<file path="src/rtl/core_pkg.sv">
// core_pkg: shared types and encodings for the branch redirect controller.
package core_pkg;
  localparam int XLEN = 32;
  localparam logic [1:0] CTRL_PCREL = 2'b00;
  localparam logic [1:0] CTRL_JALR  = 2'b11;
  typedef enum logic {IDLE, REDIRECT} state_e;
  typedef enum logic {CLS_PCREL, CLS_JALR} ctrl_class_e;
  // Encodings 01/10 are not produced by decode; fold them into PC-relative.
  function automatic ctrl_class_e ctrl_class(input logic [1:0] c);
    return (c == CTRL_JALR) ? CLS_JALR : CLS_PCREL;
  endfunction
endpackage

</file>
<file path="src/rtl/sat_counter.sv">
// sat_counter: up-counter that holds at all-ones instead of wrapping.
module sat_counter #(
  parameter int CNT_W = 16
) (
  input  logic             clk,
  input  logic             rst_n,
  input  logic             inc,
  output logic [CNT_W-1:0] cnt
);
  logic [CNT_W-1:0] cnt_q, cnt_d;
  always_comb cnt_d = (inc && !(&cnt_q)) ? cnt_q + 1'b1 : cnt_q;
  always_ff @(posedge clk or negedge rst_n)
    if (!rst_n) cnt_q <= '0;
    else cnt_q <= cnt_d;
  assign cnt = cnt_q;
endmodule

</file>
<file path="src/rtl/bru_redirect_ctrl.sv">
// bru_redirect_ctrl: turns a resolved BRU decision into a held fetch redirect with flushes.
module bru_redirect_ctrl
  import core_pkg::*;
#(
  parameter int XLEN       = core_pkg::XLEN,
  parameter int CNT_W      = 16,
  parameter int ALIGN_BITS = 2
) (
  input  logic             clk,
  input  logic             rst_n,
  input  logic             ex_valid,
  input  logic             ex_ctrl,
  input  logic [1:0]       ex_is_control,
  input  logic             ex_stall,
  input  logic             bru_is_taken,
  input  logic [XLEN-1:0]  bru_pc,
  input  logic             fetch_ready,
  output logic             redirect_valid,
  output logic [XLEN-1:0]  redirect_pc,
  output logic             flush_if_id,
  output logic             flush_id_ex,
  output logic             ex_hold,
  output logic             misalign_exc,
  output logic [XLEN-1:0]  misalign_addr,
  output logic [CNT_W-1:0] ctrl_cnt,
  output logic [CNT_W-1:0] taken_cnt
);
  state_e            state_q, state_d;
  logic [XLEN-1:0]   redirect_pc_q, redirect_pc_d, misalign_addr_q, misalign_addr_d;
  logic              misalign_exc_q, misalign_exc_d;
  logic              resolve, aligned, take_ok, take_bad, ctrl_inc;
  ctrl_class_e       cls;
  assign resolve  = ex_valid & ex_ctrl & ~ex_stall & (state_q == IDLE);
  assign aligned  = bru_pc[ALIGN_BITS-1:0] == '0;
  assign take_ok  = resolve & bru_is_taken & aligned;
  assign take_bad = resolve & bru_is_taken & ~aligned;
  assign cls      = ctrl_class(ex_is_control);
  assign ctrl_inc = resolve & (cls == CLS_PCREL || cls == CLS_JALR);
  always_comb begin
    state_d         = (state_q == REDIRECT) ? (fetch_ready ? IDLE : REDIRECT)
                                            : (take_ok ? REDIRECT : IDLE);
    redirect_pc_d   = take_ok ? bru_pc : redirect_pc_q;
    misalign_exc_d  = take_bad;
    misalign_addr_d = take_bad ? bru_pc : misalign_addr_q;
  end
  always_ff @(posedge clk or negedge rst_n)
    if (!rst_n) begin
      state_q         <= IDLE;
      redirect_pc_q   <= '0;
      misalign_exc_q  <= 1'b0;
      misalign_addr_q <= '0;
    end else begin
      state_q         <= state_d;
      redirect_pc_q   <= redirect_pc_d;
      misalign_exc_q  <= misalign_exc_d;
      misalign_addr_q <= misalign_addr_d;
    end
  assign redirect_valid = state_q == REDIRECT;
  assign flush_if_id    = redirect_valid;
  assign flush_id_ex    = redirect_valid;
  assign ex_hold        = redirect_valid;
  assign redirect_pc    = redirect_pc_q;
  assign misalign_exc   = misalign_exc_q;
  assign misalign_addr  = misalign_addr_q;
  sat_counter #(.CNT_W(CNT_W)) u_ctrl_cnt (.clk(clk), .rst_n(rst_n), .inc(ctrl_inc), .cnt(ctrl_cnt));
  sat_counter #(.CNT_W(CNT_W)) u_taken_cnt (.clk(clk), .rst_n(rst_n), .inc(resolve & bru_is_taken), .cnt(taken_cnt));
endmodule

</file>
<file path="config.mk">
export PLATFORM = sky130hd
export DESIGN_NAME = bru_redirect_ctrl
export DESIGN_NICKNAME = d
export VERILOG_FILES = /design/src/rtl/core_pkg.sv /design/src/rtl/sat_counter.sv /design/src/rtl/bru_redirect_ctrl.sv
export SDC_FILE = /design/constraint.sdc
export NUM_CORES = 1
export LEC_CHECK = 0
export ABC_AREA = 1
export ABC_CLOCK_PERIOD_IN_PS = 3120
export CAP_MARGIN = 25
export CELL_PAD_IN_SITES_DETAIL_PLACEMENT = 1
export CELL_PAD_IN_SITES_GLOBAL_PLACEMENT = 1
export CORE_UTILIZATION = 37
export CTS_CLUSTER_DIAMETER = 50
export DETAILED_ROUTE_END_ITERATION = 16
export GPL_TIMING_DRIVEN = 0
export HOLD_SLACK_MARGIN = 0.1
export MAX_ROUTING_LAYER = met4
export PLACE_DENSITY = 0.95
export SKIP_CTS_REPAIR_TIMING = 1
export SYNTH_ARGS = -nofsm -noshare
export SYNTH_HDL_FRONTEND = slang
export SYNTH_SLANG_ARGS = --single-unit
</file>
<file path="constraint.sdc">
create_clock -name clk -period 3.12 [get_ports clk]
set_clock_uncertainty 0.1 [all_clocks]
set_input_delay 0.468 -clock clk [delete_from_list [all_inputs] [get_ports clk]]
set_output_delay 0.468 -clock clk [all_outputs]
set_load 0.02 [all_outputs]
</file>
======== After elaboration in Yosys (flattened, before gate mapping) ========
Cells that the tools add are included.
storage, ports and cells
  bits in registers ....................... 98
  latch bits .............................. 0
  memory bits (writable) .................. 0
  ROM bits ................................ 0
  output and inout port bits .............. 101
  memories ................................ 0
cells by class
  add/sub/neg operators ................... 2
  multipliers ............................. 0
  div/mod/pow operators ................... 0
  magnitude comparators ................... 0
  equality and inequality tests ........... 0
  shift-type cells ........................ 0
  mux-type cells .......................... 3
  bitwise logic cells ..................... 9
  reductions and logical operators ........ 7
operators with widths
  cell                   number
  $add 16x1->16 const B  2
  $reduce_and 16->1      2
  $and 1x1->1            6
  $mux 1                 3
  $not 1->1              3
  $logic_and 1x1->1      2
  $logic_not 1->1        2
  $logic_not 2->1        1

======== Longest topological paths before layout ========
Gate-level depths: netlist (run 1).
  word-level depth ........................ 7
  depth in mapped cells ................... 10

======== Cells and area by module ========
A second synthesis (run 1) with hierarchy kept.
second synthesis, totals
  cells, all modules ...................... 618
  area total of the unflattened synthesis .. 4961.0 µm²
modules (own cells, without submodules)
  module             times used  cells an instance  area an instance (µm²)
  bru_redirect_ctrl  1           302                2856.5
  sat_counter        2           158                1052.3

======== Least setup slack after synthesis (run 1) ========
No wires, ideal clock.
  path kind ............................... register -> register
  start ................................... register u_taken_cnt.cnt_q[0] (netlist: u_taken_cnt.cnt[0])
  end ..................................... register u_taken_cnt.cnt_q[10] (netlist: u_taken_cnt.cnt[10])
  arrival ................................. 1440 ps
  required time ........................... 2902 ps
  setup slack ............................. 1462 ps
  cell stages (with the launch flop) ...... 10
  path buffers ............................ 1
  path through ............................ dfrtp_1 > ha_1 > nand3_2 > inv_2 > nand2_2 > nor2_2 > nor2_1 > buf_6 > nand2_2 > o21ai_2
on the way
  cells in the longest elaborated chain, start to end .. 3
  elaborated cells on any way between the ends .. 4
  classes of those cells .................. add/sub (1); reduce/logical (3)
ends and longest elaborated chain
  what                                                   line               source
  start: declaration                                     sat_counter.sv:10  logic [CNT_W-1:0] cnt_q, cnt_d;
  start signal: assignment                               sat_counter.sv:14  else cnt_q <= cnt_d;
  branches (longest 3 deep; another with $add 16x1->16)  -
Several ways; the timed one is not identified.
A chain may end at the register's enable or synchronous reset.

======== Worst setup path after layout (run 1) ========
  start ................................... register state_q (netlist: ex_hold)
  end ..................................... output flush_id_ex
RTL lines
  what                      line                     source
  start: declaration        bru_redirect_ctrl.sv:28  state_e state_q, state_d;
  start signal: assignment  bru_redirect_ctrl.sv:53  state_q <= state_d;
  end: declaration          bru_redirect_ctrl.sv:21  output logic flush_id_ex,
No word-level cell between the ends.

==> results of run 1 <==
==> power by group <==
part	leakage (uW)	switching [uW]	internal [uW]
sequential	0.00127	200	1490
clock	0.000125	487	562
combinational	0.00158	649	566
==> cell families (layout without fill, tap and decap cells) <==
logic type | after synthesis | count (layout) | synth area share (%)
compound gates | 78 | 78 | 9.09
xor+xnor | 7 | 7 | 1.34
fa+ha+maj | 2 | 2 | 0.546
buf+inv | 85 | 241 | 8.35
flops | 98 | 98 | 53.5
simple gates | 277 | 277 | 27.2
==> final cells by class <==
| cell class | count | share of cell area [%] |
|---|---|---|
| inverter | 67 | 3.98 |
| multi-input combinational | 364 | 27.0 |
| sequential | 98 | 37.8 |
| timing repair buffer | 140 | 21.8 |
| buffer | 18 | 1.93 |
| clock inverter | 4 | 0.425 |
| clock buffer | 12 | 3.80 |
| tap | 168 | 3.24 |
==> metrics by stage <==
step                instances  hold slack (ns)
floorplan                 547           0.0724
global placement          854            0.358
detailed placement        855            0.376
CTS                       871           0.0770
global route              871            0.111
finish                    871           0.0523
==> flip-flops by register name (all words and copies together), names as in the netlist <==
register,cells
misalign_addr,32
redirect_pc,32
u_ctrl_cnt.cnt,16
u_taken_cnt.cnt,16
misalign_exc,1
ex_hold,1
==> layout by cell type, fill, tap and decap left out, types with 11 or more instances in the layout <==
cell and count:
nor2_1 32, nand4_1 17, o21ai_0 13, nand3_1 11, dfrtp_1 98, clkdlybuf4s50_1 138, inv_1 59, buf_2 11
o21ai_1 57, nand2_1 184
==> worst max-delay path, delay by kind of cell, from the launching register on <==
family	cells	cell delay [ns]
buffers and inverters	2	0.76
flip-flops	1	0.51
==> path summary, 6_finish.rpt <==
path	slack, ns	start	to
worst max-delay path	0.93	ex_hold	flush_id_ex
worst min-delay path	0.05	rst_n	misalign_addr[10]
worst max register to register	1.37	u_ctrl_cnt.cnt[0]	u_ctrl_cnt.cnt[3]
worst min register to register	0.39	redirect_pc[0]	redirect_pc[0]
max in group asynchronous	2.19	rst_n	u_taken_cnt.cnt[9]
min in group clk	0.39	redirect_pc[0]	redirect_pc[0]
==> layer usage <==
metal	wire length, um	part of all wire, %
met1	5720	40
met2	7510	52
met3	910	6.3
met4	224	1.6
met5	0	0
==> results.md, run 1 <==
* Status: finished, final reports clean
* Cell area power density at 610 mW/mm2
* Post-Place Worst Slack at 0.946 ns
* Worst EP required at 2.55 ns
* Met2 GRT Util at 43.0%
* Sink Count at 98
* Initial antenna violation count at 0
* Die area at 0.0128 mm2
* Cell taking the most area after synthesis: dfrtp_1
* Leakage at 0.00298 uW
* GR Util All Layers at 24.6%
* Core Area at 0.0121 mm2
* Slowest cell on crit path: clkdlybuf4s50_1
* Final Critical Period at 2.19 ns
* R2R depth at 9
* CTS tree: done
* FF+latch count, synth at 98
* Total power at 3960 uW
* Setup slack after layout at 0.929 ns
* Max VDD drop at 0.419 mV
* Worst setup EP type: primary output
* Final-report hold violation count at 0
* Initial drt markers at 135
* Max FO, Critical Path at 6
* Num CTS Buffers at 9
* Critical path type: reg -> out
* Drt wl/cell at 16.5 um
* Post-Syn Nets at 590
* Grt met3 use at 6.80%
* Die height at 113 um
* DR pass1 iterations at 4
* Sequential area share after synthesis at 53.5%
* Final period util at 70.2%
* Final core utilization at 53.8%
* Multi-input gate area at 0.00175 mm2
* Non-Filler Cell Area, Final at 0.00648 mm2
* Nets at 741
* Count leader, synth: nand2_1
* Number of global-route vias before repair at 4722
* Placed instance area at 0.00621 mm2
* Cell Rows at 40
* Post-Syn Instances at 547
* RSZ-0062 raised after global routing: no
* Dpl hpwl at 10.7 mm
* Die Wd at 113 um
* Ant diodes at 0
* Slew Limit Fails at 0
* Top_reg_cell synth: dfrtp_1
* GRT Max-Usage Layer: met2
* EDFF count, synth at 0
* Synth cell types at 30
* Input/output buffers at 139
* First-pass GRT wire length at 23.5 mm
* H-tree depth at 3
* Setup TNS at 0 ns
* Placer Congestion at 0.778
* Synth warn at 0
* Max-Cap Viols at 0
* Asr flop ratio synth at 100%
* Detailed-route DRC error count at 0
* Top cell type's share of synthesized area at 53.5%
* Met1 GRT Util at 26.5%
* Least-Margin Pin Slew at 0.702 ns
* Startpoint types: flip-flop
* Largest net degree at the start of global routing at 52
* Starting Density at 38.0%
* Clock Path Buffers at 2
* Most instantiated cells after synthesis: nand2_1 (184), dfrtp_1 (98), inv_1 (59), o21ai_1 (57), nor2_1 (32)
* DR vias/cell at 4.86
* Final setup violation count at 0
* Clk slew on worst S/H paths at 0.07 ns
* FF+latch area at 0.00245 mm2
* Ports at 142
* Post-Syn Area per Cell at 8.38 um2
* Final wirelength at 14.4 mm
* Post-synthesis cell area at 0.00458 mm2
* Antenna-violating nets left at 0
* Critical path's largest stage delay at 0.59 ns
* CTS root buffer: clkbuf_16
* Layout cell share with drive strength beyond 1 at 11.1%
* Clock Latency Late Sink at 0.35 ns
* Crit-path cells: buf_4, clkdlybuf4s50_1
* Number of fillers in the final layout at 1436
* Max Fclk at 457 MHz
* Hold crit path type: in -> async
* Relative slew slack at 53.2%
* Synth top area cells: dfrtp_1 (54%), nand2_1 (15%), o21ai_1 (6.2%)
* Grt ovf at 0
* Area Overhead vs Synth at 41.5%
* Vias at 4237
* CP arrival at 1.62 ns
(Power assumes the default switching activity.)
==> run 2, diff against run 1 <==
--- a/config.mk
+++ b/config.mk
@@ -6,17 +6,17 @@
 export NUM_CORES = 1
 export LEC_CHECK = 0
 export ABC_AREA = 1
-export ABC_CLOCK_PERIOD_IN_PS = 3120
+export ABC_CLOCK_PERIOD_IN_PS = 1800
 export CAP_MARGIN = 25
 export CELL_PAD_IN_SITES_DETAIL_PLACEMENT = 1
 export CELL_PAD_IN_SITES_GLOBAL_PLACEMENT = 1
-export CORE_UTILIZATION = 37
+export CORE_UTILIZATION = 31
 export CTS_CLUSTER_DIAMETER = 50
 export DETAILED_ROUTE_END_ITERATION = 16
 export GPL_TIMING_DRIVEN = 0
 export HOLD_SLACK_MARGIN = 0.1
 export MAX_ROUTING_LAYER = met4
-export PLACE_DENSITY = 0.95
+export PLACE_DENSITY = 0.87
 export SKIP_CTS_REPAIR_TIMING = 1
 export SYNTH_ARGS = -nofsm -noshare
 export SYNTH_HDL_FRONTEND = slang
==> constraint.sdc (replaced) <==
create_clock -name clk -period 1.8 [get_ports clk]
set_clock_uncertainty 0.1 [all_clocks]
set_input_delay 0.27 -clock clk [delete_from_list [all_inputs] [get_ports clk]]
set_output_delay 0.27 -clock clk [all_outputs]
set_load 0.02 [all_outputs]
==> results.md, run 2 (synthesis gave the netlist of run 1 again) <==
* Max-Cap Viols at 0 (unchanged)
* Crit Reg-Reg Endpoint: u_ctrl_cnt.cnt[1]
* Max Fclk at 558 MHz
* Clk slew on worst S/H paths at 0.07 ns (about the same)
* Detailed-route DRC error count at 0 (unchanged)
* Area Overhead vs Synth at 44.4%
* Relative slew slack at 50.5% (-2.7 points)
* Startpoint types: flip-flop
* Layout cell share with drive strength beyond 1 at 12.1% (+0.98 points)
* H-tree depth at 3 (unchanged)
* Input/output buffers at 139 (unchanged)
* Ports at 142 (unchanged)
* Crit-path cells: clkdlybuf4s50_1
* First-pass GRT wire length at 22.1 mm (-5.9%)
* R2R depth at 9 (unchanged)
* Least-Margin Pin Slew at 0.742 ns (+0.0399 ns)
* Largest net degree at the start of global routing at 55 (+5.8%)
* Slew Limit Fails at 0 (unchanged)
* Clock Latency Late Sink at 0.35 ns (about the same)
* Number of fillers in the final layout at 1684 (+17%)
* Max VDD drop at 0.722 mV (+72%)
* CP arrival at 1.42 ns (-0.20 ns)
* Grt ovf at 0 (unchanged)
* Clock Path Buffers at 2 (unchanged)
* Die area at 0.0153 mm2 (+19%)
* Die height at 124 um (+9.1%)
* Total power at 6890 uW (+74%)
* Non-Filler Cell Area, Final at 0.00662 mm2 (+2.0%)
* Critical path's top delay family: buffers and inverters
* Stages on worst setup path at 1 (-1)
* Final setup violation count at 0 (unchanged)
* Sink Count at 98 (unchanged)
* Core Area at 0.0145 mm2 (+20%)
* Cell Rows at 44 (+10%)
* Leakage at 0.00351 uW (+18%)
* Placed instance area at 0.00623 mm2 (+0.32%)
* Die Wd at 124 um (+9.1%)
* Worst EP required at 1.43 ns (-1.12 ns)
* Placer Congestion at 0.770 (-1.0%)
* Setup TNS at 0 ns (unchanged)
* Vias at 4126 (-2.6%)
* End point of the critical path: ctrl_cnt[4]
* Critical path's largest stage delay at 0.64 ns (+0.05 ns)
* Num CTS Buffers at 9 (unchanged)
* DR pass1 iterations at 4 (unchanged)
* Post-Place Worst Slack at -0.136 ns (-1.08 ns)
* DR vias/cell at 4.65 (-4.5%)
* Initial drt markers at 122 (-9.6%)
* Cell area power density at 1040 mW/mm2 (+70%)
* Most common cell after layout, fill and taps aside: nand2_1
* Dpl hpwl at 10.1 mm (-5.9%)
* CTS tree: done
* CTS root buffer: clkbuf_16
* Critical path type: reg -> out
* Commonest non-fill, non-tap cells in the layout: nand2_1 (184), clkdlybuf4s50_1 (105), dfrtp_1 (96)
* Worst setup EP type: primary output
* Number of global-route vias before repair at 4369 (-7.5%)
* Ant diodes at 0 (unchanged)
* Initial antenna violation count at 0 (unchanged)
* Antenna-violating nets left at 0 (unchanged)
* Reg2reg start: u_ctrl_cnt.cnt[0]
* Slowest cell on crit path: clkdlybuf4s50_1
* Starting Density at 31.7% (-6.3 points)
* Hold crit path type: in -> reg
* Crit. Startpoint: u_ctrl_cnt.cnt[4]
* Final Critical Period at 1.79 ns
* GR Util All Layers at 19.5% (-5.0 points)
* Reg2reg setup slack at 0.10 ns (-1.27 ns)
* Drt wl/cell at 15.3 um (-7.0%)
* Max FO, Critical Path at 5 (-1)
* Final wirelength at 13.6 mm (-5.2%)
* Final period util at 99.6%
* Final-report hold violation count at 0 (unchanged)
* Nets at 742 (+0.13%)
* Cell total after placement at 871 (+1.9%)
* RSZ-0062 raised after global routing: no
* Layout Cells excl Fill at 888 (+2.0%)
* Setup slack after layout at 0.00758 ns (-0.922 ns)
* WP buf/inv at 1 (-1)
* Status: finished, final reports clean
-- run 2: per-stage QoR --
step                      utilization (%)  hold slack, ns
after CTS                            45.0          -0.101
final                                45.7           0.366
after global placement               42.9           0.360
after global routing                 45.7           0.391
after detailed placement             43.0           0.284
after floorplan                         -          -0.126
-- run 2: how the worst min path moves through the flow --
stage / from / to / depth (start not counted)
6_report: fetch_ready / ex_hold / 2
5_1_grt: bru_pc[14] / misalign_addr[14] / 3
4_1_cts: rst_n / redirect_pc[16] / 1
3_5_place_dp: rst_n / redirect_pc[16] / 1
3_3_place_gp: misalign_addr[0] / misalign_addr[0] / 2
2_1_floorplan: rst_n / ex_hold / 0
-- run 2: routing by layer --
layer | track usage (%) | share of wire (%) | wire length (um) | up-vias
met3 | 5.68 | 6.8 | 927 | 13
met1 | 22.9 | 42 | 5700 | 2003
met2 | 31.9 | 50 | 6800 | 96
met4 | 6.85 | 1.4 | 192 | 0
li1 | - | - | - | 2014
met5 | - | 0 | 0 | -
-- run 2: area by class of cell --
cell class	count	area [um2]	share of cell area, %
plain buffers	18	125	1.89
clock buffers	9	225	3.40
clock inverters	7	66.3	1.00
inverters	67	258	3.90
multi-input cells	364	1750	26.5
flip-flops and latches	98	2450	37.1
well taps	184	230	3.48
repair buffers	141	1500	22.7
-- run 2: power by group --
part,internal (uW),switching [uW]
logic,973,1090
registers,2590,325
clock network,965,947
total,4520,2360
==> run 3, diff against run 2 <==
--- a/config.mk
+++ b/config.mk
@@ -17,7 +17,9 @@
 export HOLD_SLACK_MARGIN = 0.1
 export MAX_ROUTING_LAYER = met4
 export PLACE_DENSITY = 0.87
+export SETUP_SLACK_MARGIN = 0.3
 export SKIP_CTS_REPAIR_TIMING = 1
 export SYNTH_ARGS = -nofsm -noshare
 export SYNTH_HDL_FRONTEND = slang
 export SYNTH_SLANG_ARGS = --single-unit
+export TNS_END_PERCENT = 30
==> results.md, run 3 (synthesis gave the netlist of run 1 again) <==
* Status: finished, final reports clean
* DR vias/cell at 4.92 (+5.8%)
* Detailed-route DRC error count at 0 (unchanged)
* RSZ-0062 raised after global routing: yes
* Reg2reg start: ex_hold
* Critical path type: reg -> reg
* Most frequent CP cell: nor2_4
* Setup slack after layout at 0.0959 ns (+0.0883 ns)
* Max FO, Critical Path at 10 (+5)
* NetSw at 2640 uW (+12%)
* Relative slew slack at 58.7% (+8.2 points)
* Slew Limit Fails at 0 (unchanged)
* First-pass GRT wire length at 23.3 mm (+5.6%)
* Slowest cell on crit path: dfrtp_2
* Dpl hpwl at 10.6 mm (+5.8%)
* Crit Reg-Reg Endpoint: misalign_addr[15]
* Final wirelength at 17.0 mm (+25%)
* Initial drt markers at 150 (+23%)
* Critical path's top delay family: simple AND/OR/NAND/NOR gates
* Input/output buffers at 139 (unchanged)
* Hold crit path type: in -> reg
* R2R depth at 7 (-2)
* Final period util at 94.7% (-4.9 points)
* GR Util All Layers at 20.5% (+0.92 points)
* Core Area at 0.0145 mm2 (unchanged)
* Clock Path Buffers at 2 (unchanged)
* Starting Density at 31.7% (unchanged)
* Final Critical Period at 1.70 ns (-0.0883 ns)
* Vias at 4426 (+7.3%)
* Post-Place Worst Slack at -0.279 ns (-0.143 ns)
* CTS root buffer: clkbuf_16
* Worst EP required at 1.93 ns (+0.50 ns)
* Sink Count at 98 (unchanged)
* Worst hold path cell count at 2 (unchanged)
* Critical path's largest stage delay at 0.45 ns (-0.19 ns)
* Cell area power density at 972 mW/mm2 (-6.6%)
* H-tree depth at 3 (unchanged)
* Leakage at 0.00475 uW (+35%)
* Most common cell after layout, fill and taps aside: nand2_1
* Clock share of power at 28.8% (+1.0 points)
* Layout Cells excl Fill at 900 (+1.4%)
* Num CTS Buffers at 9 (unchanged)
* Max VDD drop at 0.486 mV (-33%)
* Die height at 124 um (unchanged)
* Startpoint types: flip-flop
* Cell-internal power at 4950 uW (+9.3%)
* Crit-path cells: nor2_4, nand3_4, nor2_4, clkinv_4, buf_8, nand2_1, o21ai_1
* Area Overhead vs Synth at 70.3%
* Cell total after placement at 871 (unchanged)
* CTS tree: done
* Worst hold margin at 0.375 ns (+0.00915 ns)
* Net Sw Frac at 34.8% (+0.49 points)
* Reg2reg setup slack at 0.1 ns (about the same)
* DR pass1 iterations at 4 (unchanged)
* Final-report hold violation count at 0 (unchanged)
* Ports at 142 (unchanged)
* Largest net degree at the start of global routing at 57 (+3.6%)
* Layout cell share with drive strength beyond 1 at 31.0% (+19 points)
* Reg power frac at 40.3% (-2.0 points)
* Die area at 0.0153 mm2 (unchanged)
* Max Fclk at 587 MHz (+5.2%)
* CP arrival at 1.84 ns (+0.42 ns)
* Least-Margin Pin Slew at 0.620 ns (-0.122 ns)
* Max-Cap Viols at 0 (unchanged)
* Hold Crit Endpoint: ex_hold
* Hold wc startpoint: fetch_ready
* Nets at 755 (+1.8%)
* Placer Congestion at 0.805 (+4.6%)
* Worst setup EP type: flip-flop
* Drt wl/cell at 18.9 um (+23%)
* Comb pwr share at 30.9% (+1.0 points)
* Initial antenna violation count at 0 (unchanged)
* Final setup violation count at 0 (unchanged)
* Number of global-route vias before repair at 4617 (+5.7%)
* Clk slew on worst S/H paths at 0.07 ns (about the same)
* Ant diodes at 0 (unchanged)
* Cell Rows at 44 (unchanged)
* Commonest non-fill, non-tap cells in the layout: nand2_1 (126), dlymetal6s2s_1 (95), dfrtp_1 (82)
* Grt ovf at 0 (unchanged)
* WP buf/inv at 2 (+1)
* Die Wd at 124 um (unchanged)
* Clock Latency Late Sink at 0.35 ns (about the same)
* Antenna-violating nets left at 0 (unchanged)
run 3: final cells by class:
cell class,instances,area [um2]
fill,1598,6680
sequential,98,2470
multi-input combinational,366,2400
timing repair buffer,152,1840
buffer,18,251
clock buffer,10,239
inverter,67,283
clock inverter,5,85.1
tap,184,230
run 3: stage by stage:
stage / TNS, ns / util (%) / instance area (um2) / total power [uW]
3_3_place_gp: -337.41 / 43.1 / 6230 / 4990
4_1_cts: -1.46 / 45.5 / 6580 / 7290
5_1_grt: 0 / 53.9 / 7800 / 7910
3_5_place_dp: -11.24 / 43.2 / 6260 / 5100
2_1_floorplan: 0 / - / 4610 / 3920
6_report: 0 / 53.9 / 7800 / 7580
run 3: worst max-delay path by stage:
stage	slack, ns	start	depth (start not counted)	end
6_report	0.1	ex_hold	7	misalign_addr[15]
4_1_cts	-0.15	ex_hold	2	flush_if_id
5_1_grt	0.03	ex_hold	7	misalign_addr[15]
2_1_floorplan	0.28	u_taken_cnt.cnt[0]	10	u_taken_cnt.cnt[5]
3_3_place_gp	-3.73	rst_n	1	u_taken_cnt.cnt[0]
3_5_place_dp	-0.28	ex_stall	7	redirect_pc[3]
run 3: metal layers:
metal	routed length (um)	vias to the layer above	part of all wire, %	global-route usage [%]
met3	998	35	5.9	6.73
li1	-	2053	-	-
met1	6260	2214	37	23.0
met2	9360	124	55	34.7
met4	399	0	2.3	5.72
met5	0	-	0	-
run 3: power by group through the flow:
stage	combinational (uW)	sequential (uW)	clock [uW]
after global placement	2030	2970	0
after floorplan	513	3410	0
final	2340	3050	2190
after detailed placement	2110	2990	0
after global routing	2510	3100	2300
after CTS	2130	2960	2200
==> RTL change, RTL diff (flow settings as in run 3) <==
Make the reset (`rst_n`) synchronous in 2 clocked blocks.
--- a/src/rtl/sat_counter.sv
+++ b/src/rtl/sat_counter.sv
@@ -9,7 +9,7 @@
 );
   logic [CNT_W-1:0] cnt_q, cnt_d;
   always_comb cnt_d = (inc && !(&cnt_q)) ? cnt_q + 1'b1 : cnt_q;
-  always_ff @(posedge clk or negedge rst_n)
+  always_ff @(posedge clk)
     if (!rst_n) cnt_q <= '0;
     else cnt_q <= cnt_d;
   assign cnt = cnt_q;
--- a/src/rtl/bru_redirect_ctrl.sv
+++ b/src/rtl/bru_redirect_ctrl.sv
@@ -43,7 +43,7 @@
     misalign_exc_d  = take_bad;
     misalign_addr_d = take_bad ? bru_pc : misalign_addr_q;
   end
-  always_ff @(posedge clk or negedge rst_n)
+  always_ff @(posedge clk)
     if (!rst_n) begin
       state_q         <= IDLE;
       redirect_pc_q   <= '0;
Behaviour: differs if rst_n is asserted again (counterexample within 4 cycles, from zero or initial values and one cycle with rst_n low); with rst_n held inactive, the same outputs for 10 cycles.
==> RTL change against run 3 <==
  * Register-to-register slack better by 0.04 ns
  * Setup slack worse by 0.089 ns
  * First-iteration DRC count is 39% higher
  * Cell area is 6.9% lower
  * Hold slack worse by 0.026 ns
  * Area after synthesis is 8.1% lower
  * Wire length is 7.3% higher
  * Sequential cell count stayed put
  * Highest routed layer unchanged
Power is not compared: it rests on default switching activity, and its combinational part moved more than twofold at a synthesized area within 25%.
==> RTL change: results (changes against run 3) <==
| Metric | Value |
|---|---|
| Fraction of power spent switching nets | `25.7%` |
| Wire length of the first global-routing pass | `23900 um (+2.7%)` |
| Largest delay contributor family on the critical path | `buffers and inverters` |
| Number of antenna diodes | `0 (unchanged)` |
| Leak pwr | `approximately 2.9 nW` |
| Critical-path top delay cell | `clkdlybuf4s50_1` |
| Tot GR Track Use | `22.2% (+1.7 points)` |
| Mean Syn Cell Area | `7.06 um2 (-16%)` |
| Fraction of final layout cells sized beyond drive strength 1 | `26.8% (-4.2 points)` |
| Slowest Stage Delay on Critical Path | `0.65 ns (+0.20 ns)` |
| Maximum fanout along the worst path | `2 (-8)` |
| Initial DRC Count | `208 (+39%)` |
| Via count of the first global-routing pass | `4872 (+5.5%)` |
| Total iterations of the first detailed-routing run | `4 (unchanged)` |
| Share of the final layout cell area in multi-input gates | `33.5% (+2.7 points)` |
| Fraction of area in registers | `27.8% (-3.9 points)` |
| Largest net degree at the start of global routing | `17 (-70%)` |
| Multi-input combinational cell count | `443 (+21%)` |
| Half-perimeter wire length of the detailed placement result | `11300 um (+6.1%)` |
| Area taken by flip-flops and latches | `0.00202 mm2 (-18%)` |
| Xor/xnor cell area share of the yosys netlist | `0.208% (-1.1 points)` |
| Post-synthesis share of cell area spent on full adders, half adders and majority gates | `0.594% (+0.048 points)` |
| Post-synth net total | `640 (+8.5%)` |
| Final cell count without fillers | `968 (+7.6%)` |
| Quantity of I/O buffers inserted on ports | `139 (unchanged)` |
| Wirelength, routed | `18300 um (+7.3%)` |
| Worst setup slack before clock tree synthesis | `-0.482 ns (-0.203 ns)` |
| Number of vias per cell after detailed routing | `5.06 (+2.8%)` |
| Clock network area share | `3.96% (-0.19 points)` |
| Area after detailed placement | `0.00590 mm2 (-5.7%)` |
| CTS H-Tree Depth | `3 (unchanged)` |
| Antenna violations before repair | `0 (unchanged)` |
| Non-clock buffering overhead in the final layout | `30.2% (+3.3 points)` |
| Post-Synthesis Cells | `597 (+9.1%)` |
| Outcome | `complete, no violations` |
| # fillers | `1586 (-0.75%)` |
| Critical path arrival | `1.42 ns (-0.42 ns)` |
| Asr flop ratio synth | `0% (-100 points)` |
| Portion of the post-synthesis area used by sequential elements | `46.6% (-6.9 points)` |
| Unique cell type count in the Yosys netlist | `25 (-17%)` |
| Main synth FF type | `dfxtp_1` |
| List of most frequent post-synthesis cells | `nor2_1, nand2_1, dfxtp_1` |
| Dpl cells | `912 (+4.7%)` |
| Compound-gate portion of the synthesized area | `11.5% (+2.4 points)` |
| Area contributors post-synth | `dfxtp_1, nor2_1, nand2_1, nand3_1, a21oi_1` |
| Inverters | `25 (-63%)` |
| Net count of the finished layout | `830 (+9.9%)` |
| Gpl congestion | `0.832 (+3.4%)` |
| Number of buffers created by CTS | `9 (unchanged)` |
| Tightest Pin Transition | `0.645 ns (+0.0258 ns)` |
| Count of plain and timing-repair buffers | `210 (+24%)` |
| Min-Delay Path Class | `in2reg` |
| Clock buffer cells | `11 (+1)` |
RTL change: changes by cell type in the layout (fill, tap and decap cells not counted), sizes merged, moves of 52 or more:
cell	delta
a21oi	+59
nand3	+52
clkdlybuf4s50	+84
dlymetal6s2s	-77
dfrtp	-98
nand2	-78
dfxtp	+98
nor2	+104
RTL change: worst paths after layout:
check	start	end	slack, ns	cells after the start
worst max-delay path	misalign_addr[9]$_SDFFE_PN0P_	misalign_addr[9]	0.007	1
worst min-delay path	rst_n	u_ctrl_cnt.cnt[2]$_SDFFE_PN0P_	0.35	4
worst max register to register	ex_hold$_SDFF_PN0_	misalign_addr[10]$_SDFFE_PN0P_	0.14	8
worst min register to register	misalign_addr[11]$_SDFFE_PN0P_	misalign_addr[11]$_SDFFE_PN0P_	0.37	2
RTL change: metal layers:
metal | vias up | part of all wire, % | global-route usage, %
met2 | 150 | 53 | 38.6
met1 | 2400 | 39 | 23.6
met4 | 0 | 1.8 | 8.15
met3 | 27 | 6.1 | 6.76
met5 | - | 0 | -
li1 | 2318 | - | -
